$ cat src/rtl/mux_scan_nx1.sv
// Registered N:1 channel selector with manual/scan channel choice and a
// single-slot valid/ready output stage.
module mux_scan_nx1 #(
  parameter int N     = 8,
  parameter int W     = 1,
  parameter int DWELL = 1,
  localparam int SW   = $clog2(N)
) (
  input  logic              clk,
  input  logic              rst,
  input  logic [N*W-1:0]    in_data,
  input  logic [SW-1:0]     sel,
  input  logic              mode,
  input  logic              en,
  output logic [W-1:0]      out_data,
  output logic [SW-1:0]     out_ch,
  output logic              out_valid,
  input  logic              out_ready,
  output logic              out_last,
  output logic              sel_err
);

  localparam int DW = (DWELL > 1) ? $clog2(DWELL) : 1;
  localparam logic [SW:0]   NUM_CH  = (SW+1)'(N);
  localparam logic [SW-1:0] LAST_CH = SW'(N - 1);
  localparam logic [DW-1:0] LAST_DW = DW'(DWELL - 1);

  logic [SW-1:0] scan_ptr_r;
  logic [DW-1:0] dwell_r;

  logic          slot_free_s;
  logic          sel_ok_s;
  logic [SW-1:0] ch_s;
  logic          ch_ok_s;
  logic          capture_s;
  logic          last_s;
  logic          sel_err_s;
  logic [W-1:0]  lane_s;

  // Channel choice, legality and capture qualification
  always_comb begin
    slot_free_s = !out_valid || out_ready;
    sel_ok_s    = ({1'b0, sel} < NUM_CH);
    ch_s        = mode ? scan_ptr_r : sel;
    ch_ok_s     = mode ? 1'b1 : sel_ok_s;
    capture_s   = en && slot_free_s && ch_ok_s;
    last_s      = mode && (scan_ptr_r == LAST_CH) && (dwell_r == LAST_DW);
    sel_err_s   = !mode && en && !sel_ok_s;
  end

  // One-hot AND-OR lane mux; an out-of-range index yields zero
  always_comb begin
    lane_s = {W{1'b0}};
    for (int k = 0; k < N; k++) begin
      lane_s = lane_s | ({W{ch_s == SW'(k)}} & in_data[k*W +: W]);
    end
  end

  // Output slot and scan state registers
  always_ff @(posedge clk) begin
    if (rst) begin
      out_data   <= {W{1'b0}};
      out_ch     <= {SW{1'b0}};
      out_valid  <= 1'b0;
      out_last   <= 1'b0;
      sel_err    <= 1'b0;
      scan_ptr_r <= {SW{1'b0}};
      dwell_r    <= {DW{1'b0}};
    end else begin
      sel_err <= sel_err_s;
      if (capture_s) begin
        out_data  <= lane_s;
        out_ch    <= ch_s;
        out_valid <= 1'b1;
        out_last  <= last_s;
        if (mode) begin
          if (dwell_r == LAST_DW) begin
            dwell_r    <= {DW{1'b0}};
            // Explicit wrap so non-power-of-two N never visits unused codes
            scan_ptr_r <= (scan_ptr_r == LAST_CH) ? {SW{1'b0}} : scan_ptr_r + SW'(1);
          end else begin
            dwell_r    <= dwell_r + DW'(1);
            scan_ptr_r <= scan_ptr_r;
          end
        end else begin
          dwell_r    <= dwell_r;
          scan_ptr_r <= scan_ptr_r;
        end
      end else if (out_valid && out_ready) begin
        out_valid <= 1'b0;
      end else begin
        out_valid <= out_valid;
      end
    end
  end

endmodule

$ cat config.mk
export PLATFORM = sky130hd
export DESIGN_NAME = mux_scan_nx1
export DESIGN_NICKNAME = d
export VERILOG_FILES = /design/src/rtl/mux_scan_nx1.sv
export SDC_FILE = /design/constraint.sdc
export NUM_CORES = 1
export LEC_CHECK = 0
export CORE_AREA = 2 2 39 41
export CTS_BUF_LIST = sky130_fd_sc_hd__clkbuf_8
export DETAILED_ROUTE_END_ITERATION = 7
export DIE_AREA = 0 0 41 43
export PLACE_DENSITY = 0.75
export SETUP_SLACK_MARGIN = 0.4
export SLEW_MARGIN = 10
export SYNTH_ARGS = -nofsm -noshare
export SYNTH_HDL_FRONTEND = slang
export SYNTH_SLANG_ARGS = --single-unit
export TNS_END_PERCENT = 5
$ cat constraint.sdc
create_clock -name clk -period 3.52 [get_ports clk]
set_input_delay 0.88 -clock clk [delete_from_list [all_inputs] [get_ports clk]]
set_output_delay 0.88 -clock clk [all_outputs]
set_load 0.01 [all_outputs]
==> results of run 1 <==
[worst paths after layout]
check	start	end	slack, ns	cells after the start
hold reg to reg	out_last	out_last	0.47	2
setup reg to reg	scan_ptr_r[1]	out_data	2.07	4
setup / recovery	mode	out_data	1.05	5
hold / removal	out_last	out_last	0.47	2
[report_power, final]
| part | internal, mW | switching [mW] | total [mW] |
|---|---|---|---|
| combinational | 0.0322 | 0.0177 | 0.0499 |
| sequential | 0.107 | 0.00287 | 0.110 |
| clock | 0.0761 | 0.0425 | 0.119 |
[through the flow]
| stage | setup slack [ns] | hold slack, ns | util | total power, mW |
|---|---|---|---|---|
| 3_5_place_dp | 0.8322 | 0.4653 | 0.4864 | 0.1617 |
| 4_1_cts | 1.073 | 0.4713 | 0.5190 | 0.2781 |
| 6_report | 1.054 | 0.4657 | 0.5190 | 0.2785 |
| 5_1_grt | 1.020 | 0.4953 | 0.5190 | 0.2889 |
| 3_3_place_gp | 0.8696 | 0.4611 | 0.4864 | 0.1608 |
| 2_1_floorplan | 1.442 | 0.4502 | - | 0.1371 |
[placed cells by master, fill, tap and decap left out, types with 2 or more instances in the layout]
cell             synthesis  layout
a211oi_1                 2       2
a21oi_1                  5       5
clkbuf_8                 0       3
clkdlybuf4s50_1          0      21
dfxtp_1                  9       9
ha_1                     2       2
inv_1                    1       2
mux2i_1                  4       4
mux4_1                   2       2
nand2_1                  3       3
nand2b_1                 2       2
nand3_1                  4       4
nor2_1                   4       4
[per-layer routing]
metal  track usage  share of wire  vias to the layer above
met5             0              0                        -
met4        0.1000          0.026                        0
met3       0.04712          0.084                        3
met2        0.1813           0.46                       22
met1        0.1633           0.43                      187
li1              -              -                      206
[flip-flops by register name, indices dropped and copies added, names as in the netlist]
| signal | cells |
|---|---|
| out_data | 1 |
| out_valid | 1 |
| out_ch | 3 |
| out_last | 1 |
| scan_ptr_r | 3 |
[layout make-up]
cell class	count	area, um^2	area share
inverter	1	3.754	0.005226
tap	16	20.02	0.02787
timing repair buffer	21	210.2	0.2927
sequential	9	180.2	0.2509
clock buffer	3	41.29	0.05749
multi-input combinational	33	259.0	0.3606
clock inverter	1	3.754	0.005226
[critical path: cells and delay by family]
family	cells	cell delay, ns
mux	3	0.95
buf+inv	1	0.65
compound gates	1	0.08
[cell families (layout without fill, tap and decap cells)]
kind of cell,after synthesis,after routing,synth area share
other,1,1,0.007992
AOI/OAI and AO/OA,7,7,0.08532
muxes,8,8,0.2533
DFF,9,9,0.3840
and+or+nand+nor,15,15,0.1520
buffers and inverters,5,26,0.06400
adders and majority gates,2,2,0.05332
[Yosys cell counts (all sizes together), types with 2 or more instances]
master,instances
dfxtp,9
a21oi,5
mux2i,4
nand3,4
nor2,4
nand2,3
a211oi,2
buf,2
clkbuf,2
ha,2
mux2,2
mux4,2
nand2b,2
==> flow_metrics.env, run 1 <==
export IMPL_run_status="completed"
export IMPL_drc_errors=0
export IMPL_cp_end_kind="flop"
export IMPL_critPathSlowestCell="clkdlybuf4s50_1"
export IMPL_initialDrtViolationCount=8
export IMPL_n_fill_cell=125
export IMPL_ys_ff_latch=9
export IMPL_vias_per_cell=4.976
export IMPL_die_area_mm2=0.001763
export IMPL_crit_chain="clkdlybuf4s50_1 > mux2_4 > mux4_1 > mux2i_1 > a211oi_1"
export IMPL_first_global_vias=371
export IMPL_syn_num_nets=65
export IMPL_ant_nets=0
export IMPL_synth_ff_type="dfxtp_1"
export IMPL_cts_root_buf="clkbuf_8"
export IMPL_antenna_found_initial=0
export IMPL_fin_crit_sh=0.7004
export IMPL_drt_wl_total_um=935
export IMPL_clkSinkCount=9
export IMPL_ir_worst_vdd_uv=207.2
export IMPL_synth_edf_count=0
export IMPL_setup_tns_ns=0
export IMPL_critPathKind="in2reg"
export IMPL_dpl_instance_area_um2=673.1
export IMPL_hold_buffers=0
export IMPL_maxCapViolCount=0
export IMPL_track_usage=0.1330
export IMPL_area_delta_synth_final_pct=53.07
export IMPL_num_io_pins=23
export IMPL_nets=87
export IMPL_postCtsSetupRepairBufs=0
export IMPL_drive_above_1_share=0.07353
export IMPL_cts_buffers=3
export IMPL_fmax_mhz=405.6
export IMPL_dr_pass1_iters=3
export IMPL_syn_area_per_cell_um2=9.983
export IMPL_grt_ovfl_total=0
export IMPL_place_port_buffers=21
export IMPL_wire_per_inst_um=11.13
export IMPL_cts_tree="done"
export IMPL_clkTransAtPathRegs_ns=0.04
export IMPL_fp_dieH_um=43
export IMPL_grt_setup_unrepaired="false"
export IMPL_p_per_area_mw_per_mm2=387.8
export IMPL_vias=418
export IMPL_htreeDepth=1
export IMPL_dp_hpwl_um=720.9
export IMPL_p_leak_nw=0.2948
export IMPL_die_width_um=41
export IMPL_synth_area_leader_cell="dfxtp_1"
export IMPL_synth_cell_types=19
export IMPL_hold_viol=0
export IMPL_synthesis_area_um2=469.2
export IMPL_syn_instance_count=47
export IMPL_grt_first_pass_wirelength_um=1538
export IMPL_gp_congestion=0.6945
export IMPL_slew_violations=0
export IMPL_skew_ns=0.003204
export IMPL_hp_class="reg2reg"
export IMPL_rows=14
export IMPL_stdcell_count=84
export IMPL_cp_start_kind="input pin"
export IMPL_critPathMaxFanout=7
export IMPL_max_stage_delay_ns=0.65
export IMPL_grt_max_degree=11
export IMPL_dp_cells=80
export IMPL_cp_required_ns=3.62
export IMPL_synthArstFlopShare=0
export IMPL_start_util=0.3391
export IMPL_cts_resized_gates=0
export IMPL_insertedDiodeCount=0
export IMPL_clkLatencyLatePin_ns=0.24
export IMPL_yosysSeqAreaShare=0.3840
export IMPL_synth_warning_count=0
export IMPL_core_area_mm2=0.001384
export IMPL_synth_area_leaders="dfxtp_1 (38%), mux4_1 (11%), mux2i_1 (8.5%)"
export IMPL_yosys_area_top_type_share=0.3840
export IMPL_postLayoutCellArea_um2=718.2
export IMPL_cp_arrival_ns=2.56
export IMPL_setup_viol=0
export IMPL_clockBufferDepth=2
export IMPL_layout_min_cycle_time_ns=2.466
Note: power is estimated with default switching activity, not from simulation.
==> inputs of run 2 (changes only) <==
CORE_AREA = default   (was 2 2 39 41)
CORE_MARGIN = 1.5   (was default)
CORE_UTILIZATION = 36   (was default)
DIE_AREA = default   (was 0 0 41 43)
PLACE_DENSITY = 0.8   (was 0.75)
clock period = 2.1 ns   (was 3.52 ns; I/O delays follow)
==> flow_metrics.env, run 2 (synthesis results as in run 1) <==
export IMPL_run_status="completed"
export IMPL_clockPowerShare=0.427
export IMPL_ir_worst_vdd_uv=393.3
export IMPL_cp_arrival_ns=1.78
export IMPL_num_io_pins=23
export IMPL_critPathKind="in2reg"
export IMPL_crit_path_start="mode"
export IMPL_clkLatencyLatePin_ns=0.24
export IMPL_layout_min_cycle_time_ns=1.674
export IMPL_p_switching_mw=0.1092
export IMPL_area_delta_synth_final_pct=52.27
export IMPL_cts_root_buf="clkbuf_8"
export IMPL_die_area_mm2=0.001529
export IMPL_initialDrtViolationCount=2
export IMPL_rows=12
export IMPL_critPathMaxFanout=3
export IMPL_place_ws_ns=-0.09129
export IMPL_mostFrequentLayoutCell="clkdlybuf4s50_1"
export IMPL_vias_per_cell=5.012
export IMPL_antenna_found_initial=0
export IMPL_grt_ovfl_total=0
export IMPL_cts_tree="done"
export IMPL_regToRegEndpoint="out_data"
export IMPL_setup_ws_ns=0.4255
export IMPL_drive_above_1_share=0.1304
export IMPL_internal_power_mw=0.3620
export IMPL_start_util=0.4058
export IMPL_cp_required_ns=2.21
export IMPL_comb_power_share=0.182
export IMPL_drc_errors=0
export IMPL_clockBufferDepth=2
export IMPL_drt_wl_total_um=1057
export IMPL_largestRegisters="out_ch x3, scan_ptr_r x3"
export IMPL_skew_ns=0.002551
export IMPL_hold_viol=0
export IMPL_p_leak_nw=0.2955
export IMPL_setup_viol=0
export IMPL_p_per_area_mw_per_mm2=659.6
export IMPL_clkTransAtPathRegs_ns=0.05
export IMPL_cts_buffers=3
export IMPL_gp_congestion=0.6869
export IMPL_ant_nets=0
export IMPL_layout_common_cells="clkdlybuf4s50_1 (19), dfxtp_1 (9), a21oi_1 (5)"
export IMPL_place_port_buffers=21
export IMPL_wire_per_inst_um=12.73
export IMPL_grt_setup_unrepaired="true"
export IMPL_fp_dieH_um=39.10
export IMPL_grt_max_degree=11
export IMPL_grt_first_pass_wirelength_um=1614
export IMPL_htreeDepth=1
export IMPL_r2r_start="scan_ptr_r[1]"
export IMPL_track_usage=0.1681
export IMPL_vias=416
export IMPL_p_sw_frac=0.2318
export IMPL_insertedDiodeCount=0
export IMPL_seqPwrFrac=0.392
export IMPL_maxCapViolCount=0
export IMPL_n_fill_cell=101
export IMPL_dr_pass1_iters=4
export IMPL_cp_start_kind="input pin"
export IMPL_die_width_um=39.10
export IMPL_crit_end="out_data"
export IMPL_nets=88
export IMPL_first_global_vias=368
export IMPL_fmax_mhz=597.2
export IMPL_slew_violations=0
export IMPL_clkSinkCount=9
export IMPL_fin_crit_sh=0.7974
export IMPL_cp_end_kind="flop"
export IMPL_reg2reg_depth=4
export IMPL_dp_hpwl_um=766.7
export IMPL_core_area_mm2=0.001156
export IMPL_hp_class="reg2reg"
export IMPL_reg2reg_setup_slack_ns=0.70
export IMPL_setup_tns_ns=0
export IMPL_hold_buffers=0
run 2: how the worst min path moves through the flow:
stage	from	endpoint	slack, ns	depth (start not counted)
final	out_last	out_last	0.48	2
after global routing	out_last	out_last	0.50	2
after CTS	scan_ptr_r[2]	scan_ptr_r[2]	0.48	2
after detailed placement	scan_ptr_r[2]	scan_ptr_r[2]	0.48	2
after global placement	out_last	out_last	0.45	2
after floorplan	scan_ptr_r[2]	scan_ptr_r[2]	0.45	2
run 2: critical path: stages:
cell	delay (ns)
dlygate4sd2_1	0.26
mux2_4	0.34
mux4_2	0.42
mux2i_1	0.15
a211oi_1	0.08
run 2: power groups by stage:
stage	registers (mW)	clock network, mW	logic, mW
global route	0.185	0.218	0.0928
detailed placement	0.188	0	0.0867
global placement	0.187	0	0.0852
CTS	0.185	0.206	0.0858
finish	0.185	0.201	0.0856
floorplan	0.190	0	0.0410
run 2: stage by stage:
| stage | hold WS [ns] | cell area, um^2 | utilization | std cells | power, mW |
|---|---|---|---|---|---|
| 6_report | 0.4781 | 714.4 | 0.6180 | 83 | 0.4712 |
| 5_1_grt | 0.4983 | 714.4 | 0.6180 | 83 | 0.4960 |
| 4_1_cts | 0.4845 | 713.2 | 0.6169 | 83 | 0.4765 |
| 3_5_place_dp | 0.4781 | 670.6 | 0.5801 | 79 | 0.2744 |
| 3_3_place_gp | 0.4540 | 670.6 | 0.5801 | 79 | 0.2722 |
| 2_1_floorplan | 0.4502 | 461.7 | - | 47 | 0.2309 |
run 2: timing repair:
action                     CTS  global route
gates resized for setup      2             1
setup endpoints to repair    1             6
setup buffers                0             0
hold endpoints to repair     0             0
pin swaps                    1             0
run 2: final cells by class:
type	count	area, um^2	share of cell area
Clock buffer	3	41.29	0.05779
Clock inverter	1	3.754	0.005254
Inverter	1	3.754	0.005254
Multi-Input combinational cell	33	252.7	0.3538
Sequential cell	9	180.2	0.2522
Tap cell	14	17.52	0.02452
Timing Repair Buffer	22	215.2	0.3012
run 2: metal layers:
layer / GRT usage / up-vias / part of all wire
li1: - / 207 / -
met1: 0.1866 / 185 / 0.41
met2: 0.2750 / 21 / 0.49
met3: 0.05202 / 3 / 0.069
met4: 0.1034 / 0 / 0.023
met5: 0 / - / 0
